$ cat src/rtl/btn_pkg.sv
// rtl/btn_pkg.sv - shared types and default timing for the button event generator
//
// Purpose: per-button FSM state encoding and the 100 MHz default timing
// constants used as parameter defaults by btn_event_gen and its interface.
// Ports: none (package).
package btn_pkg;

  typedef enum logic [2:0] {
    IDLE,
    DEB_PRESS,
    HELD,
    REPEAT,
    DEB_RELEASE
  } btn_state_e;

  localparam int unsigned DEF_N_BTN           = 4;
  localparam int unsigned DEF_DEBOUNCE_CYCLES = 300000;    // 3 ms
  localparam int unsigned DEF_REPEAT_DELAY    = 50000000;  // 0.5 s
  localparam int unsigned DEF_REPEAT_PERIOD   = 10000000;  // 0.1 s
  localparam int unsigned DEF_CNT_W           = 26;

endpackage

$ cat src/rtl/btn_event_gen_if.sv
// rtl/btn_event_gen_if.sv - button inputs and event outputs bundle
//
// Purpose: groups the per-button raw levels, repeat enables and the
// resulting event/level outputs.
// Ports (signals):
//   btn_raw     raw pushbutton levels, asynchronous, active-high
//   repeat_en   per-button auto-repeat enable, synchronous to clk
//   press_evt   one-cycle pulse on accepted press and each auto-repeat
//   release_evt one-cycle pulse on accepted release
//   btn_stable  debounced button level
// Modports: master drives buttons and consumes events, slave is the generator.
interface btn_event_gen_if
  import btn_pkg::*;
#(
  parameter int unsigned N_BTN = DEF_N_BTN
);

  logic [N_BTN-1:0] btn_raw;
  logic [N_BTN-1:0] repeat_en;
  logic [N_BTN-1:0] press_evt;
  logic [N_BTN-1:0] release_evt;
  logic [N_BTN-1:0] btn_stable;

  modport master (
    output btn_raw,
    output repeat_en,
    input  press_evt,
    input  release_evt,
    input  btn_stable
  );

  modport slave (
    input  btn_raw,
    input  repeat_en,
    output press_evt,
    output release_evt,
    output btn_stable
  );

endinterface

$ cat src/rtl/btn_event_fsm.sv
// rtl/btn_event_fsm.sv - single-button synchronizer, debouncer and auto-repeat FSM
//
// Purpose: turns one raw bouncy button into registered press/release pulses
// and a debounced level, with optional hold-to-repeat press pulses.
// Ports:
//   clk, reset_n  clock and asynchronous active-low reset
//   btn_raw       raw button level (asynchronous)
//   repeat_en     auto-repeat enable (synchronous)
//   press_evt     registered press / repeat pulse
//   release_evt   registered release pulse
//   btn_stable    registered debounced level
module btn_event_fsm
  import btn_pkg::*;
#(
  parameter int unsigned DEBOUNCE_CYCLES = DEF_DEBOUNCE_CYCLES,
  parameter int unsigned REPEAT_DELAY    = DEF_REPEAT_DELAY,
  parameter int unsigned REPEAT_PERIOD   = DEF_REPEAT_PERIOD,
  parameter int unsigned CNT_W           = DEF_CNT_W
) (
  input  logic clk,
  input  logic reset_n,
  input  logic btn_raw,
  input  logic repeat_en,
  output logic press_evt,
  output logic release_evt,
  output logic btn_stable
);

  localparam logic [CNT_W-1:0] DEB_LAST = CNT_W'(DEBOUNCE_CYCLES - 1);
  localparam logic [CNT_W-1:0] DLY_LAST = CNT_W'(REPEAT_DELAY - 1);
  localparam logic [CNT_W-1:0] PER_LAST = CNT_W'(REPEAT_PERIOD - 1);

  btn_state_e       state_q, state_d;
  logic [CNT_W-1:0] t_q, t_d;
  logic             sync1_q, sync1_d;
  logic             s_q, s_d;
  logic             press_q, press_d;
  logic             release_q, release_d;
  logic             stable_q, stable_d;

  always_ff @(posedge clk or negedge reset_n) begin
    if (!reset_n) begin
      state_q   <= IDLE;
      t_q       <= '0;
      sync1_q   <= 1'b0;
      s_q       <= 1'b0;
      press_q   <= 1'b0;
      release_q <= 1'b0;
      stable_q  <= 1'b0;
    end else begin
      state_q   <= state_d;
      t_q       <= t_d;
      sync1_q   <= sync1_d;
      s_q       <= s_d;
      press_q   <= press_d;
      release_q <= release_d;
      stable_q  <= stable_d;
    end
  end

  always_comb begin
    sync1_d   = btn_raw;
    s_d       = sync1_q;
    state_d   = state_q;
    t_d       = t_q;
    press_d   = 1'b0;
    release_d = 1'b0;
    stable_d  = stable_q;

    case (state_q)
      IDLE: begin
        stable_d = 1'b0;
        if (s_q) begin
          state_d = DEB_PRESS;
          t_d     = '0;
        end
      end

      DEB_PRESS: begin
        if (!s_q) begin
          state_d = IDLE;
        end else if (t_q == DEB_LAST) begin
          state_d  = HELD;
          t_d      = '0;
          press_d  = 1'b1;
          stable_d = 1'b1;
        end else begin
          t_d = t_q + 1'b1;
        end
      end

      HELD: begin
        if (!s_q) begin
          state_d = DEB_RELEASE;
          t_d     = '0;
        end else if (repeat_en && (t_q == DLY_LAST)) begin
          state_d = REPEAT;
          t_d     = '0;
          press_d = 1'b1;
        end else if (t_q != DLY_LAST) begin
          // Saturate so a late repeat_en fires on the next cycle.
          t_d = t_q + 1'b1;
        end
      end

      REPEAT: begin
        if (!s_q) begin
          state_d = DEB_RELEASE;
          t_d     = '0;
        end else if (repeat_en) begin
          if (t_q == PER_LAST) begin
            t_d     = '0;
            press_d = 1'b1;
          end else begin
            t_d = t_q + 1'b1;
          end
        end
      end

      DEB_RELEASE: begin
        if (s_q) begin
          // Release bounce: back to HELD and restart the repeat delay.
          state_d = HELD;
          t_d     = '0;
        end else if (t_q == DEB_LAST) begin
          state_d   = IDLE;
          release_d = 1'b1;
          stable_d  = 1'b0;
        end else begin
          t_d = t_q + 1'b1;
        end
      end

      default: begin
        state_d  = IDLE;
        t_d      = '0;
        stable_d = 1'b0;
      end
    endcase
  end

  assign press_evt   = press_q;
  assign release_evt = release_q;
  assign btn_stable  = stable_q;

endmodule

$ cat src/rtl/btn_event_gen.sv
// rtl/btn_event_gen.sv - N-button debounced press/release/auto-repeat event generator
//
// Purpose: conditions N_BTN independent pushbuttons for the LED counter and
// brightness logic. Simultaneous events on several buttons are all reported
// in the same cycle.
// Ports:
//   clk, reset_n  clock and asynchronous active-low reset
//   bus           btn_event_gen_if slave: btn_raw, repeat_en in;
//                 press_evt, release_evt, btn_stable out
module btn_event_gen
  import btn_pkg::*;
#(
  parameter int unsigned N_BTN           = DEF_N_BTN,
  parameter int unsigned DEBOUNCE_CYCLES = DEF_DEBOUNCE_CYCLES,
  parameter int unsigned REPEAT_DELAY    = DEF_REPEAT_DELAY,
  parameter int unsigned REPEAT_PERIOD   = DEF_REPEAT_PERIOD,
  parameter int unsigned CNT_W           = DEF_CNT_W
) (
  input logic             clk,
  input logic             reset_n,
  btn_event_gen_if.slave  bus
);

  for (genvar gi = 0; gi < int'(N_BTN); gi++) begin : g_btn
    btn_event_fsm #(
      .DEBOUNCE_CYCLES (DEBOUNCE_CYCLES),
      .REPEAT_DELAY    (REPEAT_DELAY),
      .REPEAT_PERIOD   (REPEAT_PERIOD),
      .CNT_W           (CNT_W)
    ) u_btn (
      .clk         (clk),
      .reset_n     (reset_n),
      .btn_raw     (bus.btn_raw[gi]),
      .repeat_en   (bus.repeat_en[gi]),
      .press_evt   (bus.press_evt[gi]),
      .release_evt (bus.release_evt[gi]),
      .btn_stable  (bus.btn_stable[gi])
    );
  end

endmodule
$ cat src/flat_wrapper.sv
// flat-port wrapper written by rule: the top's interface ports become plain ports
module btn_event_gen_flat import btn_pkg::*;
#(
  parameter int unsigned N_BTN           = DEF_N_BTN,
  parameter int unsigned DEBOUNCE_CYCLES = DEF_DEBOUNCE_CYCLES,
  parameter int unsigned REPEAT_DELAY    = DEF_REPEAT_DELAY,
  parameter int unsigned REPEAT_PERIOD   = DEF_REPEAT_PERIOD,
  parameter int unsigned CNT_W           = DEF_CNT_W
)
  (clk, reset_n, bus_btn_raw, bus_repeat_en, bus_press_evt, bus_release_evt, bus_btn_stable);
  btn_event_gen_if #(.N_BTN(N_BTN)) bus_i ();
  input logic clk;
  input logic reset_n;
  input wire logic [$bits(bus_i.btn_raw)-1:0] bus_btn_raw;
  input wire logic [$bits(bus_i.repeat_en)-1:0] bus_repeat_en;
  output wire logic [$bits(bus_i.press_evt)-1:0] bus_press_evt;
  output wire logic [$bits(bus_i.release_evt)-1:0] bus_release_evt;
  output wire logic [$bits(bus_i.btn_stable)-1:0] bus_btn_stable;
  assign bus_i.btn_raw = bus_btn_raw;
  assign bus_i.repeat_en = bus_repeat_en;
  assign bus_press_evt = bus_i.press_evt;
  assign bus_release_evt = bus_i.release_evt;
  assign bus_btn_stable = bus_i.btn_stable;
  btn_event_gen #(.N_BTN(N_BTN), .DEBOUNCE_CYCLES(DEBOUNCE_CYCLES), .REPEAT_DELAY(REPEAT_DELAY), .REPEAT_PERIOD(REPEAT_PERIOD), .CNT_W(CNT_W)) u_core (.clk(clk), .reset_n(reset_n), .bus(bus_i));
endmodule
$ cat config.mk
export PLATFORM = sky130hd
export DESIGN_NAME = btn_event_gen_flat
export DESIGN_NICKNAME = d
export VERILOG_FILES = /design/src/rtl/btn_pkg.sv /design/src/rtl/btn_event_gen_if.sv /design/src/rtl/btn_event_fsm.sv /design/src/rtl/btn_event_gen.sv /design/src/flat_wrapper.sv
export SDC_FILE = /design/constraint.sdc
export NUM_CORES = 1
export LEC_CHECK = 0
export ABC_AREA = 1
export BUFFER_PORTS_ARGS = -buffer_cell sky130_fd_sc_hd__buf_2
export CORE_MARGIN = 2
export CORE_UTILIZATION = 61
export CTS_CLUSTER_SIZE = 12
export DETAILED_ROUTE_END_ITERATION = 10
export HOLD_SLACK_MARGIN = 0.06
export PLACE_DENSITY = 0.78
export SLEW_MARGIN = 20
export SYNTH_ARGS = -nofsm -noshare
export SYNTH_HDL_FRONTEND = slang
export SYNTH_HIERARCHICAL = 1
export SYNTH_SLANG_ARGS = --single-unit
$ cat constraint.sdc
create_clock -name clk -period 2 [get_ports clk]
set_input_delay 0 -clock clk [delete_from_list [all_inputs] [get_ports clk]]
set_output_delay 0 -clock clk [all_outputs]
set_load 0.01 [all_outputs]
==> impl_metrics.ini, run 1 <==
[outcome]
outcome = finished, final reports clean

[setup_path]
critPathMaxFanout = 14
cp-end-kind = register
cp.depth = 11
crit_arrival_ns = 2.24
timing.rr.end = u_core/g_btn[3].u_btn/t_q[8]
worstReg2RegStart = u_core/g_btn[3].u_btn/t_q[21]
slowest_delay_ns = 0.44
worst-r2r-setup-slack_ns = 0.07
critPathBufInv = 2
cp_common_cell = nand2_1
crit_type = register to register
setup.worst_path.end = u_core/g_btn[3].u_btn/t_q[8]
cp-startpoint = u_core/g_btn[3].u_btn/t_q[21]
cp.required_ns = 2.31
crit_chain = inv_1 > nand2_1 > nor2_1 > nand2_1 > nor2_4 > nand2_2 > a21oi_2 > nand3_2 > buf_6 > nand3b_1 > nand2_1
r2r_cells = 11
slowest_stage = dfrtp_1
critPathTopFamily = simple AND/OR/NAND/NOR gates
critPathLaunchType = register

[grt]
grt_pass1_wl_mm = 50.03
antenna_found_initial = 0
grt_pass1_vias = 10418
grt_max_degree = 41
track_usage = 0.3302
gr-total-overflow = 0

[clock_network]
clock_sinks = 136
tritoncts = yes
insertion_delay_ns = 0.43
cts_buffer_depth = 2
clock_tree.root_cell = clkbuf_16
path_clk_slew_ns = 0.06
cts_buffers = 17
cts_htree_levels = 4

[floorplan]
die_w_um = 137.5
core_area_um2 = 17360
die_height_um = 137.5
rows = 48
start_util = 0.6264
pin_count = 22
dieArea_um2 = 18910

[synth]
synthTopCellsByArea = dfrtp_1 (31%), nand2_1 (16%), nor2_1 (7.8%), nand3_1 (7.4%), inv_1 (6.7%)
ys_ff_latch = 136
yosys.cell_types.count = 48
netlist_instances = 1660
synth_most_common_cell = nand2_1
netlist_area_um2 = 10870
ys_top_cells_by_count = nand2_1 (452), nor2_1 (227), inv_1 (193)
yosysWarnings = 6
synthFlopType = dfrtp_1
syn_avg_cell_area_um2 = 6.550
yosys.area.top_type = dfrtp_1
yosysTopAreaCellShare = 0.3130
synth_fp_nets = 1674
synth-edff-count = 0
async_reset_ff_frac = 1.000
ys_seq_area_frac = 0.3130

[timing]
worst_slew_pin_slew_ns = 0.4774
final_max_slew_viol_count = 0
hold-worst-slack_ns = 0.05342
finalCritPeriodShare = 0.9657
fin_crit_ns = 1.931
rsz0062_at_grt = yes
skew_ns = 0.008724
fmax_ghz = 0.5178
setup_slack_ns = 0.06868
relSlewSlack = 0.6793
setup_violations = 0
finalHoldViolCount = 0

[placed_design]
port_buffers = 21
dp_cells = 1946
place_hpwl_mm = 22.66
gp_congestion = 0.9785
post-place-ws_ns = 0.006356

[cells_and_area]
num_antenna_cells = 0
final_cells = 2004
layout.nets = 1780
drive_above_1_share = 0.1877
area_growth_pct = 16.18
fillers = 1456
fin_util = 0.7278

[power]
power_density_nw_per_um2 = 813.4
p_comb_frac = 0.377
intPower_w = 0.006159
seqPwrFrac = 0.313
cellLeakagePower_nw = 5.983
ir_drop_mv = 0.7049
power_switching_share = 0.4006
clkPwrFrac = 0.311
power.switching_w = 0.004116

[detailed_routing]
drc = 0
vias = 11472
drt_first_pass_iters = 8
via_per_inst = 5.725
drt_iter0_drc = 1260
postRouteWirelength_mm = 30.98
wl_per_cell_um = 15.46
postRouteAntennaNets = 0

[job]
drv_cap = 0

[worst_hold_path]
hold_path_class = input pin to async pin
==> final cells by class <==
cell class                 count  area (um^2)  share of cell area
clock buffer                  20        456.7             0.03615
tap                          225        281.5             0.02229
inverter                     219        852.1             0.06745
sequential                   136         3412              0.2701
timing repair buffer         130         1005             0.07954
clock inverter                12        138.9             0.01099
multi-input combinational   1262         6486              0.5135
==> power groups by stage <==
stage                     Combinational (W)  Clock, W  Sequential (W)
final                               0.00387   0.00319         0.00321
after global routing                0.00424   0.00338         0.00324
after CTS                           0.00341   0.00325         0.00321
after detailed placement            0.00337         0         0.00325
after global placement              0.00331         0         0.00324
after floorplan                     0.00260         0         0.00322
==> how the worst min path moves through the flow <==
stage | startpoint | end | slack, ns | cells after the start
global placement | reset_n | u_core/g_btn[2].u_btn/state_q[1] | -0.06 | 1
CTS | reset_n | u_core/g_btn[2].u_btn/state_q[2] | 0.06 | 2
finish | reset_n | u_core/g_btn[2].u_btn/state_q[2] | 0.05 | 2
floorplan | reset_n | u_core/g_btn[0].u_btn/btn_stable | -0.30 | 0
global route | bus_repeat_en[0] | u_core/g_btn[0].u_btn/press_evt | 0.07 | 4
detailed placement | reset_n | u_core/g_btn[2].u_btn/state_q[2] | -0.06 | 1
==> state kept, by name (all words and copies together), names as in the netlist <==
name / count
u_core/g_btn.u_btn/t_q: 104
u_core/g_btn.u_btn/state_q: 12
u_core/g_btn.u_btn/btn_stable: 4
u_core/g_btn.u_btn/press_evt: 4
u_core/g_btn.u_btn/release_evt: 4
u_core/g_btn.u_btn/s_d: 4
u_core/g_btn.u_btn/s_q: 4
==> cell usage in the layout, fill, tap and decap left out, types with 4 or more instances in the layout <==
cell and count:
ha_2 4, nand2_1 449, xnor2_1 6, dfrtp_1 129, nor3b_1 4, clkbuf_16 17, nand3_2 17, buf_4 92
dlygate4sd3_1 8, o21ai_0 49, nor2_2 30, clkinvlp_4 4, o22ai_1 5, nand2_2 27, inv_1 193, nor3_2 6
nor2_1 219, buf_6 7, o21ai_1 16, o21ai_2 24, buf_2 20, nor3_1 31, dfrtp_2 7, nand3_1 156
inv_2 20, a21oi_1 24, nand3b_1 14, inv_6 5, a21oi_2 7, nor2_4 19, nand2_8 4, xor2_1 44
nand2_4 4, nand4_1 82
==> repair_timing <==
item,CTS,global route
pin swaps,0,20
resized for setup,2,55
setup endpoints to repair,6,99
endpoints found under the hold margin,143,0
setup buffers,0,17
hold buffers,8,0
gates cloned,0,1
==> kinds of logic after synthesis <==
| logic type | after synthesis | synth area share |
|---|---|---|
| AOI/OAI and AO/OA | 136 | 0.07595 |
| adders and majority gates | 4 | 0.004603 |
| buffers and inverters | 263 | 0.1049 |
| xor gates and xnor gates | 52 | 0.04189 |
| DFF | 136 | 0.3130 |
| and+or+nand+nor | 1069 | 0.4596 |
==> stage by stage <==
step / setup TNS (ns) / power [W] / cell area, um^2
6_report: 0 / 0.01028 / 12630
5_1_grt: -0.2554 / 0.01086 / 12630
4_1_cts: 0 / 0.009876 / 12290
3_5_place_dp: 0 / 0.006619 / 11600
3_3_place_gp: 0 / 0.006554 / 11600
2_1_floorplan: 0 / 0.005817 / 10870
==> per-layer routing <==
layer	up-vias	share of wire	track usage
met2	484	0.48	0.5365
met5	-	0	0
met1	5336	0.43	0.4541
met3	87	0.069	0.05703
li1	5565	-	-
met4	0	0.024	0.09393
(Power assumes the default switching activity.)
==> inputs of run 2 (changes only) <==
--- a/config.mk
+++ b/config.mk
@@ -7,7 +7,7 @@
 export LEC_CHECK = 0
 export ABC_AREA = 1
 export BUFFER_PORTS_ARGS = -buffer_cell sky130_fd_sc_hd__buf_2
-export CORE_MARGIN = 2
+export CORE_MARGIN = 4
 export CORE_UTILIZATION = 61
 export CTS_CLUSTER_SIZE = 12
 export DETAILED_ROUTE_END_ITERATION = 10
==> run 2 against run 1 <==
Against the previous run:
- flip-flop and latch count stayed put
- first-iteration DRC count is 2.9% lower
- non-clock buffer count is 9 higher
- fmax is 0.69% higher
- cell area is 0.93% higher
- largest power group unchanged
- highest routed layer unchanged
==> impl_metrics.ini, run 2 (synthesis gave the netlist of run 1 again) <==
[outcome]
outcome = finished, final reports clean

[cells_and_area]
num_antenna_cells = 0
area_growth_pct = 17.26
layout.nets = 1788
stdcell_area_um2 = 12750
largest_reg_flops = 104
fin_util = 0.7346
final_cell_mix = nand2_1 (448), nor2_1 (216), inv_1 (191)
drive_above_1_share = 0.1903
top_regs = u_core/g_btn.u_btn/t_q (104), u_core/g_btn.u_btn/state_q (12)
fillers = 1417
layout_commonest_cell = nand2_1
regMostFlops = u_core/g_btn.u_btn/t_q

[setup_path]
r2r_cells = 11
cp.required_ns = 2.32
slowest_delay_ns = 0.40
timing.rr.end = u_core/g_btn[3].u_btn/t_q[3]
critPathTopFamily = simple AND/OR/NAND/NOR gates
critPathMaxFanout = 16
cp_common_cell = nand2_2
crit_arrival_ns = 2.24
worstReg2RegStart = u_core/g_btn[3].u_btn/t_q[1]
crit_chain = ha_2 > nand2_2 > nor2_4 > nand2_2 > nor2_4 > nand2_2 > a21oi_2 > nand3_2 > buf_4 > nand3_1 > nand2_1
slowest_stage = dfrtp_1
critPathLaunchType = register
crit_type = register to register
cp-end-kind = register
worst-r2r-setup-slack_ns = 0.08
cp.depth = 11
critPathBufInv = 1

[timing]
rsz0062_at_grt = yes
finalHoldViolCount = 0
skew_ns = 0.008302
setup_violations = 0
final_max_slew_viol_count = 0
fmax_ghz = 0.5214
relSlewSlack = 0.6863
finalCritPeriodShare = 0.9590
worst_slew_pin_slew_ns = 0.4670
fin_crit_ns = 1.918

[grt]
grt_max_degree = 76
gr-total-overflow = 0
grt_pass1_vias = 10850
track_usage = 0.3136
antenna_found_initial = 0
grt_pass1_wl_mm = 51.67

[worst_hold_path]
hold_path_class = input pin to async pin

[clock_network]
cts_htree_levels = 4
cts_buffer_depth = 2
cts_buffers = 17
clock_tree.root_cell = clkbuf_16
clock_sinks = 136
path_clk_slew_ns = 0.06
tritoncts = yes
insertion_delay_ns = 0.43

[detailed_routing]
postRouteAntennaNets = 0
via_per_inst = 5.710
vias = 11489
postRouteWirelength_mm = 30.99
drt_iter0_drc = 1224
drc = 0
drt_first_pass_iters = 6
wl_per_cell_um = 15.40

[placed_design]
dpl_cell_area_um2 = 11670
gp_congestion = 0.9792
port_buffers = 21
place_hpwl_mm = 22.81

[job]
drv_cap = 0

[power]
power_density_nw_per_um2 = 834.4
cellLeakagePower_nw = 6.069
ir_drop_mv = 0.6980

[floorplan]
rows = 48
die_height_um = 141.5
dieArea_um2 = 20030
die_w_um = 141.5
pin_count = 22
start_util = 0.6264
core_area_um2 = 17360
## run 2: worst reg2reg max path, delay by kind of cell, from the launching register on
| family | cells | cell delay [ns] |
|---|---|---|
| AND/OR/NAND/NOR | 8 | 0.83 |
| flip-flops | 1 | 0.40 |
| adder cells (fa/ha/maj) | 1 | 0.21 |
| buffers and inverters | 1 | 0.21 |
| AO/OA/AOI/OAI | 1 | 0.16 |
## run 2: report_power, final
group	internal (W)	switching (W)
registers	0.00297	0.000249
clock network	0.00230	0.00130
logic	0.00123	0.00259
total	0.00650	0.00414
## run 2: how the worst max path moves through the flow
stage                                 start                       endpoint  slack, ns
2_1_floorplan  u_core/g_btn[0].u_btn/t_q[0]   u_core/g_btn[0].u_btn/t_q[6]       0.23
3_3_place_gp   u_core/g_btn[2].u_btn/t_q[0]   u_core/g_btn[2].u_btn/t_q[6]       0.07
3_5_place_dp   u_core/g_btn[2].u_btn/t_q[1]   u_core/g_btn[2].u_btn/t_q[2]      0.005
4_1_cts        u_core/g_btn[0].u_btn/t_q[1]  u_core/g_btn[0].u_btn/t_q[21]     0.0008
5_1_grt        u_core/g_btn[3].u_btn/t_q[0]  u_core/g_btn[3].u_btn/t_q[12]      -0.05
6_report       u_core/g_btn[3].u_btn/t_q[1]   u_core/g_btn[3].u_btn/t_q[3]       0.08
## run 2: cell type report
cell class	count	area (um^2)	area share
well taps	225	281.5	0.02208
flip-flops and latches	136	3407	0.2672
repair buffers	139	1086	0.08518
multi-input cells	1261	6452	0.5061
clock inverters	13	219.0	0.01717
clock buffers	19	452.9	0.03553
inverters	219	850.8	0.06673
## run 2: repair_timing
action,4_1_cts,5_1_grt
endpoints found under the setup margin,3,101
buffers inserted,3,14
endpoints found under the hold margin,144,0
pin swaps,0,11
hold buffers,10,0
gates resized for setup,0,47
## run 2: per-stage QoR
stage / setup WS (ns) / power, W / instances / hold WS, ns / setup TNS (ns)
6_report: 0.08196 / 0.01064 / 2012 / 0.1252 / 0
5_1_grt: -0.05264 / 0.01121 / 2012 / 0.1336 / -0.8927
4_1_cts: 0.0007720 / 0.01045 / 1998 / 0.1195 / 0
3_5_place_dp: 0.004746 / 0.006683 / 1953 / -0.09512 / 0
3_3_place_gp: 0.07427 / 0.006609 / 1953 / -0.09596 / 0
2_1_floorplan: 0.2326 / 0.005817 / 1660 / -0.2956 / 0
## run 2: routing by layer
metal	GRT usage	vias up	share of wire
met1	0.4120	5332	0.43
met4	0.1071	0	0.029
li1	-	5575	-
met5	0	-	0
met2	0.5247	487	0.48
met3	0.05595	95	0.066
